### config.mk
export PLATFORM = sky130hd
export DESIGN_NAME = comparator_seq
export DESIGN_NICKNAME = d
export VERILOG_FILES = /design/src/rtl/comparator_seq.sv
export SDC_FILE = /design/constraint.sdc
export NUM_CORES = 1
export LEC_CHECK = 0
export BUFFER_PORTS_ARGS = -buffer_cell sky130_fd_sc_hd__buf_2
export CORE_MARGIN = 5
export CORE_UTILIZATION = 40
export CTS_BUF_LIST = sky130_fd_sc_hd__clkbuf_4 sky130_fd_sc_hd__clkbuf_8 sky130_fd_sc_hd__clkbuf_16
export DETAILED_ROUTE_END_ITERATION = 10
export HOLD_SLACK_MARGIN = 0.02
export PLACE_DENSITY = 0.69
export SLEW_MARGIN = 25
export SYNTH_ARGS = -nofsm -noshare
export SYNTH_HDL_FRONTEND = slang
export SYNTH_SLANG_ARGS = --single-unit
### constraint.sdc
create_clock -name clk -period 2.6 [get_ports clk]
set_input_delay 0.39 -clock clk [delete_from_list [all_inputs] [get_ports clk]]
set_output_delay 0.39 -clock clk [all_outputs]
set_load 0.005 [all_outputs]
### src/rtl/comparator_seq.sv
// comparator_seq: multi-cycle magnitude comparator.
// Compares two WIDTH-bit operands MSB-first, CHUNK bits per clock, and stops
// at the first differing chunk. Signed compares are handled by flipping the
// sign bit of both operands at capture (offset binary), so the chunk datapath
// is always unsigned.
// Optional build macro COMPARATOR_SEQ_STATS_EN adds saturating result counters
// (cnt_great / cnt_equal / cnt_less) with a synchronous clr_stats.
//
//   state  | meaning
//   -------+----------------------------------------------------------
//   IDLE   | waiting for start; results hold their last value
//   RUN    | comparing chunk idx; exits early on the first difference
//   DONE   | done pulse; results valid and one-hot

module comparator_seq #(
    parameter int WIDTH = 16,
    parameter int CHUNK = 4,
    parameter int CNT_W = 16
) (
    input  logic             clk,
    input  logic             rst,
    input  logic             start,
    input  logic             signed_mode,
    input  logic [WIDTH-1:0] data1,
    input  logic [WIDTH-1:0] data2,
`ifdef COMPARATOR_SEQ_STATS_EN
    input  logic             clr_stats,
    output logic [CNT_W-1:0] cnt_great,
    output logic [CNT_W-1:0] cnt_equal,
    output logic [CNT_W-1:0] cnt_less,
`endif
    output logic             busy,
    output logic             done,
    output logic             great,
    output logic             equal,
    output logic             less
);

    localparam int N     = WIDTH / CHUNK;
    localparam int IDX_W = (N > 1) ? $clog2(N) : 1;
    localparam logic [WIDTH-1:0] SIGN_MASK = {1'b1, {(WIDTH-1){1'b0}}};

    generate
        if (WIDTH < 2 || CHUNK < 1 || (WIDTH % CHUNK) != 0 || CNT_W < 1) begin : g_param_check
            $error("comparator_seq: WIDTH must be >= 2 and a multiple of CHUNK; CNT_W must be >= 1");
        end
    endgenerate

    typedef enum logic [1:0] {
        S_IDLE = 2'd0,
        S_RUN  = 2'd1,
        S_DONE = 2'd2
    } state_t;

    state_t             state_q;
    state_t             state_d;
    logic [WIDTH-1:0]   a_q;
    logic [WIDTH-1:0]   b_q;
    logic [IDX_W-1:0]   idx_q;
    logic [CHUNK-1:0]   chunk_a;
    logic [CHUNK-1:0]   chunk_b;
    logic               chunk_diff;
    logic               last_chunk;

    assign chunk_a    = a_q[idx_q*CHUNK +: CHUNK];
    assign chunk_b    = b_q[idx_q*CHUNK +: CHUNK];
    assign chunk_diff = (chunk_a != chunk_b);
    assign last_chunk = (idx_q == '0);

    // State register; reset aborts any compare in flight.
    always_ff @(posedge clk or posedge rst) begin
        if (rst) begin
            state_q <= S_IDLE;
        end else begin
            state_q <= state_d;
        end
    end

    // Next-state logic: early exit on a differing chunk, else walk down to chunk 0.
    always_comb begin
        state_d = state_q;
        case (state_q)
            S_IDLE: if (start) state_d = S_RUN;
            S_RUN:  if (chunk_diff || last_chunk) state_d = S_DONE;
            S_DONE: state_d = S_IDLE;
            default: state_d = S_IDLE;
        endcase
    end

    // Handshake outputs decoded from the current state.
    always_comb begin
        busy = (state_q != S_IDLE);
        done = (state_q == S_DONE);
    end

    // Operand capture, chunk index and result registers.
    always_ff @(posedge clk or posedge rst) begin
        if (rst) begin
            a_q   <= '0;
            b_q   <= '0;
            idx_q <= '0;
            great <= 1'b0;
            equal <= 1'b0;
            less  <= 1'b0;
        end else begin
            case (state_q)
                S_IDLE: begin
                    if (start) begin
                        a_q   <= data1 ^ (signed_mode ? SIGN_MASK : '0);
                        b_q   <= data2 ^ (signed_mode ? SIGN_MASK : '0);
                        idx_q <= IDX_W'(N - 1);
                    end
                end
                S_RUN: begin
                    if (chunk_diff) begin
                        great <= (chunk_a > chunk_b);
                        less  <= (chunk_a < chunk_b);
                        equal <= 1'b0;
                    end else if (last_chunk) begin
                        great <= 1'b0;
                        less  <= 1'b0;
                        equal <= 1'b1;
                    end else begin
                        idx_q <= idx_q - IDX_W'(1);
                    end
                end
                default: ;
            endcase
        end
    end

`ifdef COMPARATOR_SEQ_STATS_EN
    // Saturating result counters; clr_stats wins over a same-cycle increment.
    always_ff @(posedge clk or posedge rst) begin
        if (rst) begin
            cnt_great <= '0;
            cnt_equal <= '0;
            cnt_less  <= '0;
        end else if (clr_stats) begin
            cnt_great <= '0;
            cnt_equal <= '0;
            cnt_less  <= '0;
        end else if (state_q == S_DONE) begin
            if (great && cnt_great != '1) cnt_great <= cnt_great + CNT_W'(1);
            if (equal && cnt_equal != '1) cnt_equal <= cnt_equal + CNT_W'(1);
            if (less  && cnt_less  != '1) cnt_less  <= cnt_less  + CNT_W'(1);
        end
    end
`endif

endmodule

Yosys cells after proc, flatten, opt, wreduce, memory -nomap -nowiden
Index checks and enable logic that the tools add are counted.
Word-level totals
  bits in read-only memories: 0
  bits in registers: 39
  memories: 0
  logic and storage cells: 44
  RAM bits: 0
  bits in latches: 0
  output and inout bits: 5
Cells by class
  divide/modulo/power cells: 0
  bitwise operators: 2
  multipliers: 0
  reductions and logical operators: 10
  add/sub/neg operators: 1
  mux-type cells: 13
  eq/ne operators: 7
  $lt $le $gt $ge: 2
  shift operators: 2
Operators with widths (number)
  variable part select 16 x 5 -> 4 bit: 2
  bitwise XOR 16 bit: 2
  2-to-1 mux 16 bit: 1
  2-to-1 mux 2 bit: 5
  != test 2 bit, second input constant: 4
  case mux 2 bit (2 select lines): 2
  AND reduction 2 bit: 3
  nonzero test 2 bit: 3
  2-to-1 mux 1 bit: 5
  > comparator 4 bit: 1
  logical NOT 2 bit: 2
  < comparator 4 bit: 1
  != test 4 bit: 1
  AND reduction 4 bit: 1
  == test 2 x 1 -> 1 bit, second input constant: 1
  == test 2 bit, second input constant: 1
  subtractor 2 x 1 -> 2 bit, second input constant: 1
  logical OR 1 bit: 1

Depth between registers and ports, before layout
Gate-level depths: netlist (run 1).
  depth in word-level cells: 5
  gate-level depth with buffers: 7
  mapped depth without buffers: 6

Worst setup path after synthesis (run 1)
No wires, ideal clock.
  path type: reg2reg
  start: reg idx_q[0]
  end: reg great
  buffers on the path: 1
  clock period less this slack: 2.167 ns
  required time: 2.475 ns
  stages on the path, launching flop included: 7
  arrival time: 2.042 ns
  slack: 0.433 ns
  path through: dfrtp_1 buf_2 mux4_2 ha_1 nand4_1 nand3b_1 mux2_2
Between the ends
  cells in the longest elaborated chain, start to end: 4
RTL lines
  start: declaration: line 59  | logic [IDX_W-1:0] idx_q;
  start signal: assignment: line 111  | idx_q <= IDX_W'(N - 1);
  start signal: assignment: line 124  | idx_q <= idx_q - IDX_W'(1);
  branches (longest 4 deep; another with > comparator 4 bit)
  end signal: assignment: line 116  | great <= (chunk_a > chunk_b);
  end: declaration: line 34  | output logic great,
Several ways; the timed one is not identified.
A chain may end at the register's enable or synchronous reset.

Worst setup path in the final report (run 1)
Same ends and word-level chain as after synthesis.

==> results of run 1 <==
repair_timing:
action | 4_1_cts | 5_1_grt
gates resized for setup | 0 | 1
hold endpoints to repair | 0 | 0
hold buffers | 0 | 0
endpoints found under the setup margin | 0 | 1
worst max path at each step:
stage,start,depth (start not counted),endpoint
after floorplan,idx_q[0],6,great
after global placement,idx_q[0],5,great
after detailed placement,idx_q[0],7,great
after CTS,idx_q[0],7,great
after global routing,idx_q[0],7,great
final,idx_q[0],5,great
synthesized netlist by cell type, drive strengths merged, types with 2 or more instances:
cell / number / area, sq um
a21oi: 3 / 15.01
buf: 5 / 32.53
dfrtp: 39 / 975.9
ha: 5 / 62.56
inv: 10 / 37.54
mux2: 32 / 360.4
mux4: 8 / 180.2
nand2: 2 / 7.510
nand3b: 2 / 15.01
nor2: 2 / 7.510
or2: 2 / 12.52
xnor2: 2 / 17.52
area by class of cell:
type	instances	area (sq um)
inverters	10	37.54
well taps	52	65.06
clock buffers	7	83.83
clock inverters	1	5.005
multi-input cells	70	770.7
fillers	403	2215
flip-flops and latches	39	977.2
repair buffers	44	230.2
registers in the layout, indices dropped and copies added, names as in the netlist:
register,count
a_q,16
state_q,2
b_q,16
great,1
idx_q,2
less,1
equal,1
through the flow:
stage / setup WS, ns / hold slack (ns) / power (W) / cells / util [%]
after CTS: 0.1611 / 0.2136 / 0.002535 / 223 / 49.46
after floorplan: 0.4332 / 0.4751 / 0.001873 / 125 / -
after global placement: 0.2308 / 0.4874 / 0.002065 / 215 / 47.43
after global routing: 0.1497 / 0.2639 / 0.002733 / 223 / 49.49
after detailed placement: 0.1707 / 0.4950 / 0.002125 / 215 / 47.43
final: 0.3358 / 0.1978 / 0.002498 / 223 / 49.49
report_power, final:
| part | internal (W) | switching [W] | total [W] |
|---|---|---|---|
| clock | 0.000209 | 0.000195 | 0.000404 |
| combinational | 0.000610 | 0.000391 | 0.00100 |
| sequential | 0.000903 | 0.000190 | 0.00109 |
| total | 0.00172 | 0.000776 | 0.00250 |
cells in the final DEF, fill, tap and decap left out, drive strengths merged:
master	instances
a21boi	1
a21oi	3
and2	1
and2b	1
buf	44
clkbuf	7
clkinv	1
dfrtp	39
ha	5
inv	10
mux2	32
mux2i	1
mux4	8
nand2	2
nand3	1
nand3b	2
nand4	1
nor2	2
nor3b	1
o21ai	1
o21bai	1
o221ai	1
o22ai	1
or2	2
or3b	1
xnor2	2
logic make-up (layout without fill, tap and decap cells):
group / count (synthesis) / count (layout)
xor+xnor: 2 / 2
mux: 41 / 41
fa+ha+maj: 5 / 5
simple gates: 14 / 14
compound gates: 8 / 8
buf+inv: 16 / 62
flops: 39 / 39
per-layer routing:
| layer | routed length, um | track usage, % | vias up |
|---|---|---|---|
| met2 | 1629 | 19.28 | 32 |
| met1 | 1384 | 15.91 | 577 |
| met4 | 32 | 4.124 | 0 |
| li1 | - | - | 535 |
| met5 | 0 | 0 | - |
| met3 | 201 | 4.282 | 6 |
worst register-to-register path, delay by kind of cell (launching register included):
kind / cells / cell delay, ns
adders and majority gates: 1 / 0.33
DFF: 1 / 0.52
and+or+nand+nor: 2 / 0.40
muxes: 2 / 0.91
==> flow_summary.json, run 1 <==
{
  "status": "finished clean",
  "fmax_mhz": 441.7,
  "cts_tree": "yes",
  "cp.required_ns": 2.77,
  "tns_ns": 0,
  "cp-start-kind": "flop",
  "fin_crit_sh_pct": 87.08,
  "synth_edf_count": 0,
  "criticalPathCategory": "flop to flop",
  "hold_viol_final": 0,
  "synth_area_sq_mm": 0.001815,
  "grt_pass1_vias": 1316,
  "syn_inst": 125,
  "endpoint_kind": "flop",
  "yosys.area_share.xor_xnor_pct": 0.9649,
  "finalSetupViolCount": 0,
  "drt_iter0_markers": 51,
  "crit_buf_inv": 0,
  "ys_ff_latch": 39,
  "critPathArrivalTime_ns": 2.43,
  "antenna_found_initial": 0,
  "hold_class": "primary input to asynchronous set/reset pin",
  "max_cap_violations": 0,
  "slew_viol_final": 0,
  "firstDrtPassIters": 4,
  "slowest_delay_ns": 0.55,
  "nets": 211,
  "synth_compound_area_share_pct": 2.757,
  "worstMarginPinSlew_ns": 0.4850,
  "design_area_sq_mm": 0.002170,
  "clockRootBuffer": "clkbuf_8",
  "post_dp_cell_area_sq_mm": 0.002079,
  "synth_cell_types": 27,
  "finalCriticalPeriod_ns": 2.264,
  "grt-ovfl-total": 0,
  "wl_per_cell_um": 14.56,
  "placementRows": 24,
  "tritoncts.num_buffers": 5,
  "io_buffers": 40,
  "clk_pin_slew_worst_paths_ns": 0.07,
  "syn_area_per_cell_sq_um": 14.52,
  "clock_path_buffers": 2,
  "die_x_um": 77.37,
  "ios": 41,
  "vias": 1150,
  "grt_setup_unrepaired": "false",
  "grtUsageTotal_pct": 12.28,
  "cp_cell_sequence": "mux4_2, ha_1, nand4_1, nand3b_1, mux2_2",
  "rr_startpoint": "idx_q[0]",
  "dieArea_sq_mm": 0.005986,
  "synth_mux_area_share_pct": 30.32,
  "grt_pass1_wl_um": 5975,
  "slew_headroom_pct": 67.67,
  "clock_sinks": 39,
  "r2r_end": "great",
  "crit_family": "multiplexers",
  "post_cts_buffers": 0,
  "crit_path_top_delay_cell": "mux4_2",
  "post-route-drc-count": 0,
  "ant_nets": 0,
  "start_util_pct": 41.41,
  "synth_nets": 166,
  "p_per_area_mw_per_mm2": 1151,
  "drive_gt1_share_pct": 56.14,
  "reg2reg_slack_ns": 0.34,
  "clk_latency_ns": 0.29,
  "vias_per_cell": 5.157,
  "drt-total-wl_um": 3247,
  "synth_top_family_by_area": "multiplexers",
  "syn_to_final_growth_pct": 19.50,
  "n_antenna_cell": 0,
  "power.leakage_nw": 1.024,
  "critPathMaxFanout": 9,
  "vdd.ir_drop.worst_mv": 0.4459,
  "synth-seq-area-share_pct": 53.76,
  "place.gp.congestion": 0.8199,
  "synth-adder-area-share_pct": 3.446,
  "place_hpwl_um": 2508,
  "r2r_cells": 5,
  "synthFlopType": "dfrtp_1",
  "htreeDepth": 2,
  "core_area_sq_mm": 0.004384,
  "synth_warnings": 0,
  "fin_skew_ns": 0.005683,
  "synthSimpleGateAreaFrac_pct": 4.686,
  "synthArstFlopShare_pct": 100.0,
  "dieHeight_um": 77.37,
  "grt_max_degree": 40
}
Power figures use the tool's default switching activity.
==> inputs of run 2 (changes only) <==
- CAP_MARGIN: unset -> 20
- RECOVER_POWER: unset -> 25
==> flow_summary.json, run 2 (synthesis gave the netlist of run 1 again) <==
{
  "status": "finished clean",
  "cp-start-kind": "flop",
  "drt-total-wl_um": 3247,
  "hold_viol_final": 0,
  "grt-ovfl-total": 0,
  "tns_ns": 0,
  "core_area_sq_mm": 0.004384,
  "grt_max_degree": 40,
  "htreeDepth": 2,
  "reg2reg_slack_ns": 0.34,
  "power.internal_w": 0.001722,
  "rr_startpoint": "idx_q[0]",
  "ios": 41,
  "mostFrequentLayoutCell": "buf_2",
  "hold_depth": 2,
  "cp_cell_sequence": "mux4_2, ha_1, nand4_1, nand3b_1, mux2_2",
  "switching_share_pct": 31.06,
  "firstDrtPassIters": 4,
  "p_total_w": 0.002497,
  "endpoint_kind": "flop",
  "nets": 211,
  "max_cap_violations": 0,
  "power.leakage_nw": 1.024,
  "r2r_cells": 5,
  "grt_pass1_wl_um": 5975,
  "antenna_found_initial": 0,
  "finalCriticalPeriod_ns": 2.264,
  "ctsHoldBuffers": 0,
  "final_cell_mix": "40 x buf_2, 38 x dfrtp_1, 32 x mux2_2",
  "cts.repair.resized": 0,
  "io_buffers": 40,
  "criticalPathCategory": "flop to flop",
  "post-route-drc-count": 0,
  "largestRegisters": "a_q (16), b_q (16)",
  "grt_pass1_vias": 1316,
  "clock_sinks": 39,
  "hold_class": "primary input to flop",
  "crit_family": "multiplexers",
  "hold_path_startpoint": "data1[9]",
  "critPathMaxFanout": 9,
  "vdd.ir_drop.worst_mv": 0.4459,
  "tritoncts.num_buffers": 5,
  "clk_pin_slew_worst_paths_ns": 0.07,
  "combPwrFrac_pct": 40.1,
  "vias": 1150,
  "min_to": "a_q[9]",
  "placementRows": 24,
  "r2r_end": "great",
  "grt_setup_unrepaired": "false",
  "clock_path_buffers": 2,
  "start_util_pct": 41.41,
  "drt_iter0_markers": 51,
  "slowest_delay_ns": 0.55,
  "dieArea_sq_mm": 0.005986,
  "p_seq_share_pct": 43.8,
  "clockRootBuffer": "clkbuf_8",
  "finalSetupViolCount": 0,
  "crit_buf_inv": 0,
  "die_x_um": 77.37,
  "p_per_area_mw_per_mm2": 1152,
  "critPathArrivalTime_ns": 2.43,
  "syn_to_final_growth_pct": 19.37,
  "place.gp.congestion": 0.8199,
  "ant_nets": 0,
  "clkPwrFrac_pct": 16.2,
  "cp.required_ns": 2.77,
  "place_hpwl_um": 2508,
  "fin_crit_sh_pct": 87.08,
  "cts_tree": "yes",
  "post_cts_buffers": 0,
  "drive_gt1_share_pct": 56.14,
  "crit_path_top_delay_cell": "mux4_2",
  "dieHeight_um": 77.37,
  "wl_per_cell_um": 14.56,
  "netSwitchingPower_w": 0.0007756,
  "n_antenna_cell": 0,
  "slew_headroom_pct": 37.38,
  "clk_latency_ns": 0.29,
  "fin_skew_ns": 0.005683,
  "vias_per_cell": 5.157,
  "grtUsageTotal_pct": 12.28,
  "slew_viol_final": 0,
  "fmax_mhz": 441.7,
  "worstMarginPinSlew_ns": 0.9393
}
## run 2: cell types whose count changed in the layout (fill, tap and decap cells not counted), sizes merged
| cell | delta |
|---|---|
| clkbuf | +1 |
| buf | -1 |
## run 2: worst max-delay path by stage
stage / startpoint / to / slack, ns / cells after the start
finish: idx_q[0] / great / 0.34 / 5
global route: idx_q[0] / great / 0.15 / 7
CTS: idx_q[0] / great / 0.16 / 7
detailed placement: idx_q[0] / great / 0.17 / 7
global placement: idx_q[0] / great / 0.23 / 5
floorplan: idx_q[0] / great / 0.43 / 6
## run 2: final cells by class
| class | count | area [sq um] |
|---|---|---|
| Timing Repair Buffer | 44 | 227.7 |
| Sequential cell | 39 | 977.2 |
| Tap cell | 52 | 65.06 |
| Multi-Input combinational cell | 70 | 770.7 |
| Inverter | 10 | 37.54 |
| Fill cell | 403 | 2217 |
| Clock inverter | 1 | 5.005 |
| Clock buffer | 7 | 83.83 |
## run 2: per-layer routing
layer  global-route usage [%]  routed length [um]  vias up
met3                    4.282                 201        6
met1                    15.91                1385      577
met4                    4.124                  32        0
met5                        0                   0        -
li1                         -                   -      535
met2                    19.28                1629       32
## run 2: stage by stage
| step | hold WS, ns | worst slack, ns | cell area, sq um | std cells | util (%) |
|---|---|---|---|---|---|
| 4_1_cts | 0.2136 | 0.1611 | 2168 | 223 | 49.46 |
| 6_report | 0.3296 | 0.3358 | 2167 | 223 | 49.43 |
| 3_5_place_dp | 0.4950 | 0.1707 | 2079 | 215 | 47.43 |
| 2_1_floorplan | 0.4751 | 0.4332 | 1815 | 125 | - |
| 3_3_place_gp | 0.4874 | 0.2308 | 2079 | 215 | 47.43 |
| 5_1_grt | 0.3246 | 0.1497 | 2167 | 223 | 49.43 |
## run 2: power by group through the flow
stage	Sequential (W)	Combinational, W	Clock, W
6_report	0.00109	0.00100	0.000404
5_1_grt	0.00114	0.00114	0.000444
4_1_cts	0.00110	0.00102	0.000419
3_5_place_dp	0.00111	0.00101	0
3_3_place_gp	0.00110	0.000965	0
2_1_floorplan	0.00101	0.000861	0
